`config.mk`:
```
export PLATFORM = sky130hd
export DESIGN_NAME = axi_llc_way_reader
export DESIGN_NICKNAME = d
export VERILOG_FILES = /design/src/rtl/axi_llc_way_reader.sv
export SDC_FILE = /design/constraint.sdc
export NUM_CORES = 1
export LEC_CHECK = 0
export ABC_AREA = 1
export CAP_MARGIN = 20
export CELL_PAD_IN_SITES_DETAIL_PLACEMENT = 1
export CELL_PAD_IN_SITES_GLOBAL_PLACEMENT = 2
export CORE_ASPECT_RATIO = 0.9
export CORE_MARGIN = 5
export CORE_UTILIZATION = 30
export DETAILED_ROUTE_END_ITERATION = 10
export PLACE_DENSITY = 0.7
export SYNTH_ARGS = -nofsm -noshare
export SYNTH_HDL_FRONTEND = slang
export SYNTH_SLANG_ARGS = --single-unit
export TNS_END_PERCENT = 30
```
`constraint.sdc`:
```
create_clock -name clk_i -period 4.2 [get_ports clk_i]
set_clock_uncertainty 0.1 [all_clocks]
set_input_delay 0.42 -clock clk_i [delete_from_list [all_inputs] [get_ports clk_i]]
set_output_delay 0.42 -clock clk_i [all_outputs]
set_load 0.01 [all_outputs]
```
`src/rtl/axi_llc_way_reader.sv`:
```
// Read initiator for one LLC data way. It issues one way read per beat of a descriptor
// and returns the responses in order through a credit-limited response FIFO.
module axi_llc_way_reader #(
    parameter int          SetAssociativity = 8,
    parameter int          IndexWidth       = 10,
    parameter int          BlockOffsetWidth = 3,
    parameter int          DataWidth        = 64,
    parameter int          MaxOutstanding   = 4,
    parameter logic [1:0]  UnitId           = 2'd3
) (
    input  logic                        clk_i,
    input  logic                        rst_i,
    input  logic                        desc_valid_i,
    output logic                        desc_ready_o,
    input  logic [SetAssociativity-1:0] desc_way_ind_i,
    input  logic [IndexWidth-1:0]       desc_index_i,
    input  logic [BlockOffsetWidth-1:0] desc_offset_i,
    input  logic [BlockOffsetWidth-1:0] desc_len_i,
    output logic                        way_req_valid_o,
    input  logic                        way_req_ready_i,
    output logic [SetAssociativity-1:0] way_req_ind_o,
    output logic [IndexWidth-1:0]       way_req_index_o,
    output logic [BlockOffsetWidth-1:0] way_req_offset_o,
    output logic                        way_req_we_o,
    output logic [1:0]                  way_req_unit_o,
    input  logic                        way_rsp_valid_i,
    output logic                        way_rsp_ready_o,
    input  logic [DataWidth-1:0]        way_rsp_data_i,
    input  logic [1:0]                  way_rsp_unit_i,
    output logic                        data_valid_o,
    input  logic                        data_ready_i,
    output logic [DataWidth-1:0]        data_o,
    output logic                        data_last_o,
    output logic                        busy_o,
    output logic                        rsp_err_o
);

    localparam int CntW = $clog2(MaxOutstanding + 1);
    localparam int PtrW = (MaxOutstanding > 1) ? $clog2(MaxOutstanding) : 1;
    localparam logic [CntW-1:0] MaxOut = CntW'(MaxOutstanding);
    localparam logic [PtrW-1:0] LastPtr = PtrW'(MaxOutstanding - 1);

    typedef enum logic [1:0] {IDLE, ISSUE, DRAIN} state_t;

    state_t                      state_q, state_d;
    logic [SetAssociativity-1:0] way_q, way_d;
    logic [IndexWidth-1:0]       index_q, index_d;
    logic [BlockOffsetWidth-1:0] offset_q, offset_d;
    logic [BlockOffsetWidth-1:0] len_q, len_d;
    logic [BlockOffsetWidth-1:0] issued_q, issued_d;
    logic [BlockOffsetWidth-1:0] deliver_q, deliver_d;
    logic [CntW-1:0]             outstanding_q, outstanding_d;
    logic [CntW-1:0]             pending_q, pending_d;
    logic [CntW-1:0]             fifo_cnt_q, fifo_cnt_d;
    logic [PtrW-1:0]             wr_ptr_q, wr_ptr_d;
    logic [PtrW-1:0]             rd_ptr_q, rd_ptr_d;
    logic                        rsp_err_q, rsp_err_d;
    logic [DataWidth-1:0]        mem_q [MaxOutstanding];

    logic req_hs, out_hs, rsp_ok;

    function automatic logic [PtrW-1:0] ptr_inc(input logic [PtrW-1:0] p);
        return (p == LastPtr) ? '0 : p + PtrW'(1);
    endfunction

    assign desc_ready_o     = (state_q == IDLE);
    assign busy_o           = (state_q != IDLE);
    // Valid depends only on registered state, so it cannot drop before its handshake.
    assign way_req_valid_o  = (state_q == ISSUE) && (outstanding_q < MaxOut);
    assign way_req_ind_o    = way_q;
    assign way_req_index_o  = index_q;
    assign way_req_offset_o = offset_q + issued_q;
    assign way_req_we_o     = 1'b0;
    assign way_req_unit_o   = UnitId;
    assign way_rsp_ready_o  = !rst_i;
    assign data_valid_o     = (fifo_cnt_q != '0);
    assign data_o           = mem_q[rd_ptr_q];
    assign data_last_o      = data_valid_o && (state_q != IDLE) && (deliver_q == len_q);
    assign rsp_err_o        = rsp_err_q;

    assign req_hs = way_req_valid_o && way_req_ready_i;
    assign out_hs = data_valid_o && data_ready_i;
    assign rsp_ok = way_rsp_valid_i && (pending_q != '0) && (way_rsp_unit_i == UnitId);

    always_comb begin
        state_d   = state_q;
        way_d     = way_q;
        index_d   = index_q;
        offset_d  = offset_q;
        len_d     = len_q;
        issued_d  = issued_q;
        deliver_d = out_hs ? deliver_q + BlockOffsetWidth'(1) : deliver_q;
        rsp_err_d = way_rsp_valid_i && !rsp_ok;

        case (state_q)
            IDLE: begin
                if (desc_valid_i) begin
                    way_d     = desc_way_ind_i;
                    index_d   = desc_index_i;
                    offset_d  = desc_offset_i;
                    len_d     = desc_len_i;
                    issued_d  = '0;
                    deliver_d = '0;
                    state_d   = ISSUE;
                end
            end
            ISSUE: begin
                if (req_hs) begin
                    issued_d = issued_q + BlockOffsetWidth'(1);
                    if (issued_q == len_q) state_d = DRAIN;
                end
            end
            DRAIN: begin
                if (out_hs && data_last_o) state_d = IDLE;
            end
            default: state_d = IDLE;
        endcase
    end

    // Credits are returned only when a beat leaves downstream, which bounds FIFO occupancy.
    always_comb begin
        outstanding_d = outstanding_q;
        case ({req_hs, out_hs})
            2'b10:   outstanding_d = outstanding_q + CntW'(1);
            2'b01:   outstanding_d = outstanding_q - CntW'(1);
            default: outstanding_d = outstanding_q;
        endcase

        pending_d = pending_q;
        case ({req_hs, rsp_ok})
            2'b10:   pending_d = pending_q + CntW'(1);
            2'b01:   pending_d = pending_q - CntW'(1);
            default: pending_d = pending_q;
        endcase

        fifo_cnt_d = fifo_cnt_q;
        case ({rsp_ok, out_hs})
            2'b10:   fifo_cnt_d = fifo_cnt_q + CntW'(1);
            2'b01:   fifo_cnt_d = fifo_cnt_q - CntW'(1);
            default: fifo_cnt_d = fifo_cnt_q;
        endcase

        wr_ptr_d = rsp_ok ? ptr_inc(wr_ptr_q) : wr_ptr_q;
        rd_ptr_d = out_hs ? ptr_inc(rd_ptr_q) : rd_ptr_q;
    end

    always_ff @(posedge clk_i) begin
        if (rst_i) begin
            state_q       <= IDLE;
            issued_q      <= '0;
            deliver_q     <= '0;
            outstanding_q <= '0;
            pending_q     <= '0;
            fifo_cnt_q    <= '0;
            wr_ptr_q      <= '0;
            rd_ptr_q      <= '0;
            rsp_err_q     <= 1'b0;
        end else begin
            state_q       <= state_d;
            issued_q      <= issued_d;
            deliver_q     <= deliver_d;
            outstanding_q <= outstanding_d;
            pending_q     <= pending_d;
            fifo_cnt_q    <= fifo_cnt_d;
            wr_ptr_q      <= wr_ptr_d;
            rd_ptr_q      <= rd_ptr_d;
            rsp_err_q     <= rsp_err_d;
        end
    end

    always_ff @(posedge clk_i) begin
        way_q    <= way_d;
        index_q  <= index_d;
        offset_q <= offset_d;
        len_q    <= len_d;
        if (rsp_ok) mem_q[wr_ptr_q] <= way_rsp_data_i;
    end

endmodule
```
Word level (Yosys, flattened, before mapping)
Memory sizes are Yosys's and may differ from the RTL's. A register that Yosys moved wholly into a read port is not among the register bits.
Cells that the tools add are included.
- word-level logic and storage cells: 85
- bits in writable memories: 256
- input bits: 96
- register bits after elaboration: 46
- output and inout bits: 95
- memories: 1
- eq/ne operators: 17
- magnitude comparators: 1
- $add $sub $neg: 11
- reductions and logical operators: 22
- multiplexer cells: 20
- memories (name ; words ; bits a word ; rd ports ; clocked after Yosys merged registers in ; write ports ; line ; source):
    mem_q ; 4 ; 64 ; 1 ; 1 ; 1 ; 58 ; logic [DataWidth-1:0] mem_q [MaxOutstanding];
- operator list (kind ; count):
    $pmux W3 S2 ; 4
    $mux W2 ; 8
    $add A3 B1 Y3 const B ; 5
    $mux W3 ; 5
    $eq A2 B2 Y1 const B ; 7
    $reduce_bool A2 Y1 ; 5
    $logic_and A1 B1 Y1 ; 9
    $sub A3 B1 Y3 const B ; 3
    $eq A2 B1 Y1 const B ; 4
    $eq A3 B3 Y1 ; 2
    $ne A2 B2 Y1 const B ; 3
    $pmux W2 S3 ; 1
    $reduce_bool A3 Y1 ; 2
    $add A2 B1 Y2 const B ; 2
    $reduce_and A4 Y1 ; 1
    $add A3 B3 Y3 ; 1
    $lt A3 B3 Y1 const B ; 1
    $reduce_and A3 Y1 ; 1
    $logic_not A1 Y1 ; 2
    $logic_not A2 Y1 ; 1
    $mux W1 ; 2
    $ne A2 B1 Y1 const B ; 1
    $reduce_and A2 Y1 ; 1

Depth between registers and ports, before layout
- depth in word-level cells: 6
- mapped depth: 11
- gate-level depth less buffers: 11

Worst setup path before layout
OpenSTA, ideal clock, no wires.
- path type: input-to-reg
- start point: input port way_rsp_valid_i
- end point: memory mem_q[0][0] (enable)
- data required time: 3.614 ns
- data arrival time: 3.384 ns
- stages: 4
- path slack: 0.230 ns
- cells stage by stage: inv_1 > nor2_1 > nand2_2 > nor2_1
- cells in the longest elaborated chain, start to end: 4
- RTL lines (element ; line ; source):
    from (decl) ; 26 ; input logic way_rsp_valid_i,
    $logic_and A1 B1 Y1 (2 in a row) ; 83 ; assign rsp_ok = way_rsp_valid_i && (pending_q != '0) && (way_rsp_unit_i == UnitId);
    $mux W1 ; 176 ; if (rsp_ok) mem_q[wr_ptr_q] <= way_rsp_data_i;
    $mux W1 (implied by the code) ; 176 ;
    to (decl) ; 58 ;
Every way passes these cells.

==> metrics list <==
- The run finished with clean final reports.
- Number of nets in the layout: 1138
- Startpoint of the lowest-slack register-to-register path: pending_q[0]
- Summed negative setup slack over all endpoints: 0 ps
* Final period util: 78.6%
- In this run the register-to-register setup slack is 2060 ps.
* Proportion of synthesized flip-flops having asynchronous set or reset: 0%
- Measured along the y axis, the die boundary spans 197 um.
- In this run, synthesis inferred 280 flip-flops with an integrated enable.
* Global-route usage over all layers: 13.2%
- Dominant synthesized flop cell: edfxtp_1
- H-tree levels: 2
- Count of fill cells added during filler insertion: 3971
* Layout cells sized above 1: 8.75%
- Cell count after synthesis: 835
- Number of core rows: 68
- First-pass DRT Iterations: 4
* Hold_buf cts: 0
- Bufs on Longest Clock Path: 3
* Antenna Violating Nets Remaining: 0
* Initial antenna violation count: 6
- Once the clock tree was built, the resizer swapped 0 gates to a different size.
- Max-Cap Viols: 0
- Worst Tran Pin Value: 908 ps
- Setup violations remaining at the end of the flow were counted as 0.
* Biggest cell delay along the critical path: 710 ps
- Summed over all nets, the half-perimeter wirelength after detailed placement is 17700 um.
- Leakage power figure: 5.06 nW
- Worst hold path cell count: 1
- Sum of routed wire length over all layers: 29000 um
- Number of remaining DRC errors: 0
* Post-detailed-route via-to-cell ratio: 4.62
- Setup crit end kind: primary output
* Max Fclk: 303 MHz
* Arrival time of data at the critical path endpoint: 2780 ps
- Count of input and output buffers: 187
* Avg Cell Area, Syn: 14.0 um2
- The via count of the first global-routing pass was 7791.
- In this run the most critical hold path is launched from desc_len_i[1].
* Clock transition at the register clock pins on the worst setup and hold paths after CTS: 60 ps
* Gr ovfl total: 0
- The floorplan step defined a die boundary enclosing 0.0429 mm2.
* Routed wire length per instance: 18.4 um
- After floorplanning, the core was sized to cover 0.0384 mm2.
* Unrepaired setup endpoints after global routing: no
- For this run, the number of Yosys warnings is 0.
- Insertion delay to the later sink of the worst-skew pair: 510 ps
- Hold Fails Final Rpt: 0
- The signal on the critical path passes through buf_4 > o21ai_0 > o22ai_1 > clkdlybuf4s50_1.
* Distinct cell type count after synthesis: 35
- Setup WS post-layout: 898 ps
- The worst setup path is launched from a register.
* Required time reported for the critical path endpoint: 3680 ps
* Gp weighted congestion: 0.701
- Critical path class: register to primary output
* Utilization after layout: 39.5%
* Growth of design area from synthesis to finish: 30.1%
- For hold timing, the worst endpoint is len_q[1].
- In this run, placement finished with an instance count of 1516.
- Starting density of the core: 30.4%
* Number of pins exceeding their max-slew limit in the final report: 0
* Clock tree from TritonCTS: yes
- Clock Sink Count: 304
- Slowest-stage cell, CP: dfxtp_4
- Register-to-Register Path Depth: 10
- The first global-routing pass estimated 44600 um of wire.
* Post-synthesis register bit count: 304
* Final critical-path required period: 3300 ps
* Power Density: 440 mW/mm2
* Maximum number of pins on one net before global-route repair: 71
- Clock tree synthesis inserted a total of 35 buffers.
- Via total after detailed routing: 7285
* Sequential share of the synthesized area: 76.3%
* IR Drop Worst-Case VDD: 0.240 mV
* Slew margin rel.: 39.4%
- Summing all flip-flop and latch instances after layout gives 0.00889 mm2.
- Minimum setup slack after placement: 1360 ps
- Once the clock tree was built, the setup fixing pass inserted 0 buffers.
- Worst hold-check slack: 362 ps
* First-iteration detailed-routing DRC count: 257
- Finished Layout Cells: 1578
- Endpoint of the worst register-to-register path: fifo_cnt_q[2]
- Synthesized area: 0.0116 mm2
* Clock tree root driver cell: clkbuf_16
- Multi-input logic area: 0.00233 mm2
* Critical-path maximum fanout: 55
- Horizontal die dimension: 218 um
- I/O pin count: 191
* Class of the worst hold path: primary input to register
-- per-layer routing --
layer  vias to the layer above  part of all wire (%)  routed length [um]  global-route usage (%)
met5                         -                  0.22                  65                       0
met4                        10                   2.2                 640                    3.63
met3                        60                   7.1                2070                    4.84
met2                       176                    46               13300                    21.4
met1                      3591                    45               13000                    16.9
li1                       3448                     -                   -                       -
-- how the worst max path moves through the flow --
stage / to / slack, ps / cells after the start / from
after global placement: data_o[16] / 1380 / 4 / register
final: data_o[48] / 900 / 4 / register
after global routing: data_o[19] / 590 / 4 / register
after detailed placement: data_o[23] / 1360 / 4 / register
after CTS: data_o[23] / 790 / 4 / register
after floorplan: mem_q[0][0] / 230 / 4 / way_rsp_valid_i
-- where the power goes --
part           internal (mW)  total, mW  leakage [nW]  switching [mW]
logic                  0.255      0.520          1.82           0.265
registers               3.34       3.36          2.73          0.0207
clock network           1.61       2.79         0.511            1.17
total                   5.21       6.67          5.06            1.46
-- worst max-delay path, delay by kind of cell (launching register included) --
family,cells,cell delay [ps]
buf+inv,2,1100
flops,1,710
compound gates,2,390
-- registers in the layout (all words and copies together), names as in the netlist, named ones only --
name / count
rd_ptr_q: 2
wr_ptr_q: 2
rsp_err_o: 1
way_req_index_o: 10
outstanding_q: 3
len_q: 3
issued_q: 3
offset_q: 3
state_q: 2
deliver_q: 3
way_req_ind_o: 8
mem_q: 256
fifo_cnt_q: 3
pending_q: 3
-- cell usage in the layout, fill, tap and decap left out, drive strengths merged, types with 3 or more instances in the layout --
cell type,Yosys,layout
o22ai,64,64
buf,23,13
nand2,30,30
nand3,7,7
ha,10,10
o21ai,141,141
inv,42,44
clkinv,0,13
clkinvlp,0,4
xnor2,4,4
clkbuf,22,42
nor2,154,154
edfxtp,280,280
fa,4,4
dfxtp,24,24
clkdlybuf4s50,0,187
conb,2,3
a21oi,18,18
-- cell families (layout without fill, tap and decap cells) --
kind of cell | after synthesis | in the layout | synth area share, %
DFF | 304 | 304 | 76.3
AOI/OAI and AO/OA | 225 | 225 | 10.4
and+or+nand+nor | 197 | 197 | 7.01
buffers and inverters | 87 | 303 | 3.97
adders and majority gates | 14 | 14 | 1.76
xor gates and xnor gates | 6 | 6 | 0.451
other | 2 | 4 | 0.0645
-- final cells by class --
cell class | count | share of cell area (%)
flip-flops and latches | 304 | 58.7
multi-input cells | 445 | 15.4
repair buffers | 200 | 13.5
clock buffers | 42 | 6.23
well taps | 525 | 4.33
inverters | 42 | 1.07
clock inverters | 19 | 0.792
diodes | 1 | 0.0165
-- metrics by stage --
step | cell area [um2] | power (mW)
floorplan | 11700 | 3.64
global placement | 14100 | 3.95
detailed placement | 14100 | 3.96
CTS | 15200 | 6.79
global route | 15200 | 6.96
finish | 15200 | 6.67
-- cell usage after synthesis, drive strengths merged (7+ instances only) --
cell | number | share of area (%)
edfxtp | 280 | 72
nor2 | 154 | 5.1
o21ai | 141 | 6.1
o22ai | 64 | 3.4
inv | 42 | 1.4
nand2 | 30 | 1.2
dfxtp | 24 | 4.1
buf | 23 | 1.8
clkbuf | 22 | 0.75
a21oi | 18 | 0.77
ha | 10 | 1.1
nand3 | 7 | 0.34
Power figures use the tool's default switching activity.
